===== config.mk =====
export PLATFORM = sky130hd
export DESIGN_NAME = calc_ctrl
export DESIGN_NICKNAME = d
export VERILOG_FILES = /design/src/rtl/calc_ctrl.sv
export SDC_FILE = /design/constraint.sdc
export NUM_CORES = 1
export LEC_CHECK = 0
export CAP_MARGIN = 30
export CORE_MARGIN = 3
export CORE_UTILIZATION = 26
export CTS_BUF_LIST = sky130_fd_sc_hd__clkbuf_2 sky130_fd_sc_hd__clkbuf_4 sky130_fd_sc_hd__clkbuf_8
export DETAILED_ROUTE_END_ITERATION = 7
export PLACE_DENSITY = 0.5
export SLEW_MARGIN = 10
export SYNTH_ARGS = -nofsm -noshare
export SYNTH_HDL_FRONTEND = slang
export SYNTH_SLANG_ARGS = --single-unit

===== constraint.sdc =====
create_clock -name clk -period 5.4 [get_ports clk]
set_clock_uncertainty 0.15 [all_clocks]
set_input_delay 1.62 -clock clk [delete_from_list [all_inputs] [get_ports clk]]
set_output_delay 1.62 -clock clk [all_outputs]
set_load 0.05 [all_outputs]

===== src/rtl/calc_ctrl.sv =====
`timescale 1ns/1ps
`default_nettype none
// ============================================================================
// Module   : calc_ctrl
// Purpose  : Two-key operand entry and launch controller for an external
//            arithmetic unit. Both pushbuttons are synchronized, debounced
//            and edge-detected. A 7-state FSM latches operands, checks the
//            one-hot operation select, launches the unit, waits for its
//            done strobe with a timeout, and drives a 16-bit display word.
// Ports    : clk        - sole clock, rising edge
//            rst_n      - asynchronous active-low reset
//            k_1, k_2   - raw active-low pushbuttons (operand A / operand B)
//            sw_val     - operand switches
//            op_sel     - one-hot operation switches
//            calc_done  - arithmetic unit done strobe
//            result     - arithmetic unit result (valid with calc_done)
//            reg_1/2    - latched operands A / B
//            op_code    - encoded operation (bit index of op_sel)
//            calc_start - one-cycle launch pulse
//            busy       - high while EXEC or WAIT
//            err        - high while in ERR
//            disp_val   - value for the 4-digit display driver
// Macro    : CALC_CTRL_AUTO_EN - when defined, a change of one-hot op_sel
//            while showing a result relaunches the computation.
// Revision : 1.0 - initial release
// ============================================================================
module calc_ctrl #(
  parameter int DEB_CYCLES = 50000,
  parameter int TIMEOUT    = 16
) (
  input  logic        clk,
  input  logic        rst_n,
  input  logic        k_1,
  input  logic        k_2,
  input  logic [3:0]  sw_val,
  input  logic [3:0]  op_sel,
  input  logic        calc_done,
  input  logic [7:0]  result,
  output logic [3:0]  reg_1,
  output logic [3:0]  reg_2,
  output logic [1:0]  op_code,
  output logic        calc_start,
  output logic        busy,
  output logic        err,
  output logic [15:0] disp_val
);

  localparam int DEB_W = (DEB_CYCLES > 2) ? $clog2(DEB_CYCLES) : 1;
  localparam int TMO_W = 8;
  localparam logic [DEB_W-1:0] DEB_LAST = DEB_W'(DEB_CYCLES - 1);
  localparam logic [TMO_W-1:0] TMO_LAST = TMO_W'(TIMEOUT - 1);

  typedef enum logic [2:0] {
    IDLE  = 3'd0,
    GOT_A = 3'd1,
    GOT_B = 3'd2,
    EXEC  = 3'd3,
    WAIT  = 3'd4,
    SHOW  = 3'd5,
    ERR   = 3'd6
  } state_t;

  // --------------------------------------------------------------------------
  // Reset release synchronizer: flops are asynchronously cleared by rst_n,
  // but the FSM only acts on key events once release has crossed into clk.
  // --------------------------------------------------------------------------
  logic [1:0] rst_sync_q;
  logic       run;

  always_ff @(posedge clk or negedge rst_n) begin
    if (!rst_n) rst_sync_q <= 2'b00;
    else        rst_sync_q <= {rst_sync_q[0], 1'b1};
  end

  assign run = rst_sync_q[1];

  // --------------------------------------------------------------------------
  // Key conditioning: 2-flop synchronizer, stable-count debouncer, press
  // pulse on the debounced high-to-low transition. Index 0 is k_1.
  // --------------------------------------------------------------------------
  logic [1:0] key_raw;
  logic [1:0] press;

  assign key_raw = {k_2, k_1};

  for (genvar i = 0; i < 2; i++) begin : g_key
    logic [1:0]       sync_q;
    logic             level_q, level_d;
    logic [DEB_W-1:0] cnt_q, cnt_d;
    logic             press_q, press_d;

    always_comb begin
      level_d = level_q;
      cnt_d   = '0;
      // Any sample equal to the current level restarts the count, so the
      // level only moves after DEB_CYCLES consecutive opposite samples.
      if (sync_q[1] != level_q) begin
        if (cnt_q == DEB_LAST) level_d = sync_q[1];
        else                   cnt_d   = cnt_q + 1'b1;
      end
      press_d = level_q & ~level_d;
    end

    always_ff @(posedge clk or negedge rst_n) begin
      if (!rst_n) begin
        sync_q  <= 2'b11;
        level_q <= 1'b1;
        cnt_q   <= '0;
        press_q <= 1'b0;
      end else begin
        sync_q  <= {sync_q[0], key_raw[i]};
        level_q <= level_d;
        cnt_q   <= cnt_d;
        press_q <= press_d;
      end
    end

    assign press[i] = press_q;
  end

  // --------------------------------------------------------------------------
  // Control FSM
  // --------------------------------------------------------------------------
  state_t           state_q, state_d;
  logic [3:0]       reg_1_q, reg_1_d;
  logic [3:0]       reg_2_q, reg_2_d;
  logic [1:0]       op_code_q, op_code_d;
  logic [7:0]       res_q, res_d;
  logic [TMO_W-1:0] tmo_q, tmo_d;
  logic             calc_start_q, calc_start_d;
  logic             busy_q, busy_d;
  logic             err_q, err_d;
  logic [15:0]      disp_q, disp_d;

  logic             ev_1, ev_2;
  logic             sel_onehot;
  logic [1:0]       sel_enc;

  // k_1 has priority: a simultaneous k_2 event is dropped.
  assign ev_1 = press[0] & run;
  assign ev_2 = press[1] & run & ~press[0];

  assign sel_onehot = (op_sel != 4'd0) && ((op_sel & (op_sel - 4'd1)) == 4'd0);

  always_comb begin
    sel_enc = 2'd0;
    case (op_sel)
      4'b0010: sel_enc = 2'd1;
      4'b0100: sel_enc = 2'd2;
      4'b1000: sel_enc = 2'd3;
      default: sel_enc = 2'd0;
    endcase
  end

  always_comb begin
    state_d   = state_q;
    reg_1_d   = reg_1_q;
    reg_2_d   = reg_2_q;
    op_code_d = op_code_q;
    res_d     = res_q;
    tmo_d     = tmo_q;

    case (state_q)
      IDLE, ERR: begin
        if (ev_1) begin
          reg_1_d = sw_val;
          state_d = GOT_A;
        end
      end
      GOT_A: begin
        if (ev_1) begin
          reg_1_d = sw_val;
          state_d = GOT_A;
        end else if (ev_2) begin
          reg_2_d = sw_val;
          state_d = GOT_B;
        end
      end
      GOT_B: begin
        if (sel_onehot) begin
          op_code_d = sel_enc;
          state_d   = EXEC;
        end else begin
          state_d = ERR;
        end
      end
      EXEC: begin
        tmo_d   = '0;
        state_d = WAIT;
      end
      WAIT: begin
        // The done strobe is checked first so it wins over a same-cycle
        // timeout.
        if (calc_done) begin
          res_d   = result;
          state_d = SHOW;
        end else if (tmo_q == TMO_LAST) begin
          state_d = ERR;
        end else begin
          tmo_d = tmo_q + 1'b1;
        end
      end
      SHOW: begin
        if (ev_1) begin
          reg_1_d = sw_val;
          state_d = GOT_A;
        end
`ifdef CALC_CTRL_AUTO_EN
        else if (sel_onehot && (sel_enc != op_code_q)) begin
          op_code_d = sel_enc;
          state_d   = EXEC;
        end
`endif
      end
      default: state_d = IDLE;
    endcase

    // Outputs are decoded from the next state so that their registered
    // copies line up with the state register.
    calc_start_d = (state_d == EXEC);
    busy_d       = (state_d == EXEC) || (state_d == WAIT);
    err_d        = (state_d == ERR);
    case (state_d)
      SHOW:    disp_d = {reg_1_d, reg_2_d, res_d};
      ERR:     disp_d = 16'hEEEE;
      default: disp_d = {reg_1_d, reg_2_d, 8'h00};
    endcase
  end

  always_ff @(posedge clk or negedge rst_n) begin
    if (!rst_n) begin
      state_q      <= IDLE;
      reg_1_q      <= '0;
      reg_2_q      <= '0;
      op_code_q    <= '0;
      res_q        <= '0;
      tmo_q        <= '0;
      calc_start_q <= 1'b0;
      busy_q       <= 1'b0;
      err_q        <= 1'b0;
      disp_q       <= 16'h0000;
    end else begin
      state_q      <= state_d;
      reg_1_q      <= reg_1_d;
      reg_2_q      <= reg_2_d;
      op_code_q    <= op_code_d;
      res_q        <= res_d;
      tmo_q        <= tmo_d;
      calc_start_q <= calc_start_d;
      busy_q       <= busy_d;
      err_q        <= err_d;
      disp_q       <= disp_d;
    end
  end

  assign reg_1      = reg_1_q;
  assign reg_2      = reg_2_q;
  assign op_code    = op_code_q;
  assign calc_start = calc_start_q;
  assign busy       = busy_q;
  assign err        = err_q;
  assign disp_val   = disp_q;

endmodule
`default_nettype wire


==> results.toml <==
[global_routing]
first_global_vias = 2676
antenna_found_initial = 0
grt_pass1_wl_mm = 13.0
grt_max_degree = 61
track_usage = 0.0985
overflow = 0

[cells_and_area]
layout_commonest_cell = "dfrtp_1"
final_cells = 591
areaGrowthSynthToFinish_pct = 22.1
most-common-layout-cells = "dfrtp_1, clkdlybuf4s50_1, nor2_1, xor2_1, nand2_1"
n_antenna_cell = 0
nets = 427
fillers = 1465
fin_util = 0.326
drive_gt1_frac = 0.101

[clock_tree]
clock_latency_ns = 0.37
root_buffer = "clkbuf_8"
clockBufferDepth = 2
cts.sinks = 90
clk_pin_slew_worst_paths_ns = 0.09
cts_buffers = 9
cts-htree-levels = 3
cts_resized = 0
cts_tree = "yes"
hold_buffers = 0
post-cts-setup-buffer-count = 0

[outcome]
outcome = "finished clean"

[power_and_ir_drop]
p_per_area_mw_per_mm2 = 254
ir_worst_vdd_mv = 0.102
leakage_nw = 2.01

[placed_design]
gp_congestion = 0.774
port_buffers = 49
placed_cells_incl_taps = 576
post-place-ws_ns = 1.08
dp_hpwl_mm = 5.17

[floorplan]
die_area_sq_mm = 0.0165
ios = 50
placementRows = 44
coreArea_sq_mm = 0.0146
die_w_um = 128
die_h_um = 128
start_util = 0.267

[synthesis]
synth.largest_area_cell = "dfrtp_1"
netlist_area_sq_mm = 0.00390
synthDistinctLibCells = 46
synth-xor-area-share = 0.0696
synth_nets = 378
syn_inst = 354
synth_top_area_share = 0.539
synth_top_family_by_area = "simple AND/OR/NAND/NOR gates"
ys_ff_latch = 90
synth_adder_area_share = 0.00962
yosys.area_share.simple = 0.202
avgSynthCellArea_sq_um = 11.0
yosysSeqAreaShare = 0.579
synth_mux_area_frac = 0.0500
synth_warnings = 0
synth_compound_area_frac = 0.0632
synthTopCellsByArea = "dfrtp_1, xor2_1, nor2_1"

[routing]
avgViaCountPerCell = 4.58
wirelength_mm = 7.55
routedWlPerCell_um = 12.8
drt-pass1-iter-count = 7
drt_iter0_markers = 179
drc = 0
vias = 2709
ant_nets = 0

[sta]
min_period_ns = 3.95
final-hold-violation-count = 0
fin_setup_tns_ns = 0
whs_ns = 0.205
setup_viol = 0
worst_slew_pin_slew_ns = 0.759
fin_crit_sh = 0.732
rsz0062_at_grt = "false"
maxSlewViolCount = 0
maxSlewHeadroom = 0.494
fmax_ghz = 0.253
fin_ws_ns = 1.45

[worst_hold_path]
hp-class = "reg -> reg"

[setup_path]
crit_path_end_kind = "register"
required_ns = 5.56
critPathKind = "in -> reg"
cp-start-kind = "input pin"
worst-path-max-fanout = 16
arrival_ns = 4.11

[job]
cap_violations = 0
[worst paths after layout]
kind                                      endpoint  depth (start not counted)               startpoint  slack [ns]
setup / recovery              tmo_q[7]$_DFFE_PN0P_                          7                op_sel[3]        1.45
max in group asynchronous       reg_1[3]$_DFF_PN0_                          2                    rst_n        3.05
min in group asynchronous   op_code[0]$_DFFE_PN0P_                          1                    rst_n        1.15
hold / removal             rst_sync_q[1]$_DFF_PN0_                          0  rst_sync_q[0]$_DFF_PN0_        0.20
setup reg to reg             disp_val[8]$_DFF_PN0_                          7     tmo_q[0]$_DFFE_PN0P_        2.83
hold reg to reg            rst_sync_q[1]$_DFF_PN0_                          0  rst_sync_q[0]$_DFF_PN0_        0.20
[state kept, by name, indices dropped and copies added (netlist names)]
signal and count:
g_key.level_q 2, state_q 3, res_q 8, calc_start 1, rst_sync_q 2, g_key.press_q 2, g_key.cnt_q 32, disp_val 16
err 1, busy 1, op_code 2, reg_2 4, reg_1 4, tmo_q 8, g_key.sync_q 4
[logic make-up after synthesis]
group | count (synthesis)
xor gates and xnor gates | 31
and+or+nand+nor | 150
buffers and inverters | 23
AOI/OAI and AO/OA | 38
adders and majority gates | 3
DFF | 90
muxes | 18
other | 1
[metrics by stage]
step | cell area [sq um] | total power [mW]
floorplan | 3900 | 0.731
global placement | 4570 | 0.770
detailed placement | 4570 | 0.771
CTS | 4760 | 1.24
global route | 4760 | 1.27
finish | 4760 | 1.21
[power by group]
part / internal, mW / total, mW / switching [mW] / leakage [nW]
Combinational: 0.0265 / 0.0664 / 0.0399 / 0.785
Clock: 0.214 / 0.455 / 0.241 / 0.0998
Sequential: 0.684 / 0.690 / 0.00672 / 1.12
[cell type report]
cell class	count	area, sq um	area share
Multi-Input combinational cell	241	1540	0.324
Tap cell	184	230	0.0484
Sequential cell	90	2260	0.475
Inverter	11	41.3	0.00867
Clock buffer	9	124	0.0260
Timing Repair Buffer	50	495	0.104
Clock inverter	6	66.3	0.0139
[routing by layer]
metal,GRT usage,up-vias,share of wire
met2,0.150,52,0.47
met5,0,-,0
met4,0.0262,0,0.011
met1,0.129,1333,0.46
met3,0.0415,6,0.054
li1,-,1318,-
[synthesized netlist by cell type (all sizes together)]
library cell / n
or4: 4
nand3: 16
inv: 11
xor2: 21
nand4b: 1
o21a: 2
nor4b: 3
a21o: 1
nand2: 20
o211ai: 1
nor2b: 4
mux2i: 6
a211o: 3
nor3b: 2
or2: 4
and4: 3
buf: 4
o21ai: 11
and3: 10
dfstp: 6
nor4: 3
a21oi: 9
a221oi: 1
conb: 1
or3: 2
o31ai: 3
clkbuf: 8
nor3: 6
a31oi: 1
nand4: 9
xnor2: 10
mux2: 12
o2111ai: 1
o41ai: 1
dfrtp: 84
nor2: 45
o22ai: 1
nand3b: 1
o311ai: 1
nand2b: 11
ha: 3
and2: 6
a21bo: 1
a221o: 1
[critical path, stage by stage]
cell,delay (ns)
clkdlybuf4s50_1,0.54
xor2_1,0.23
a211o_1,0.32
a221o_1,0.38
nand4b_4,0.30
or4_1,0.56
a21oi_1,0.15
Note: power is estimated with default switching activity, not from simulation.
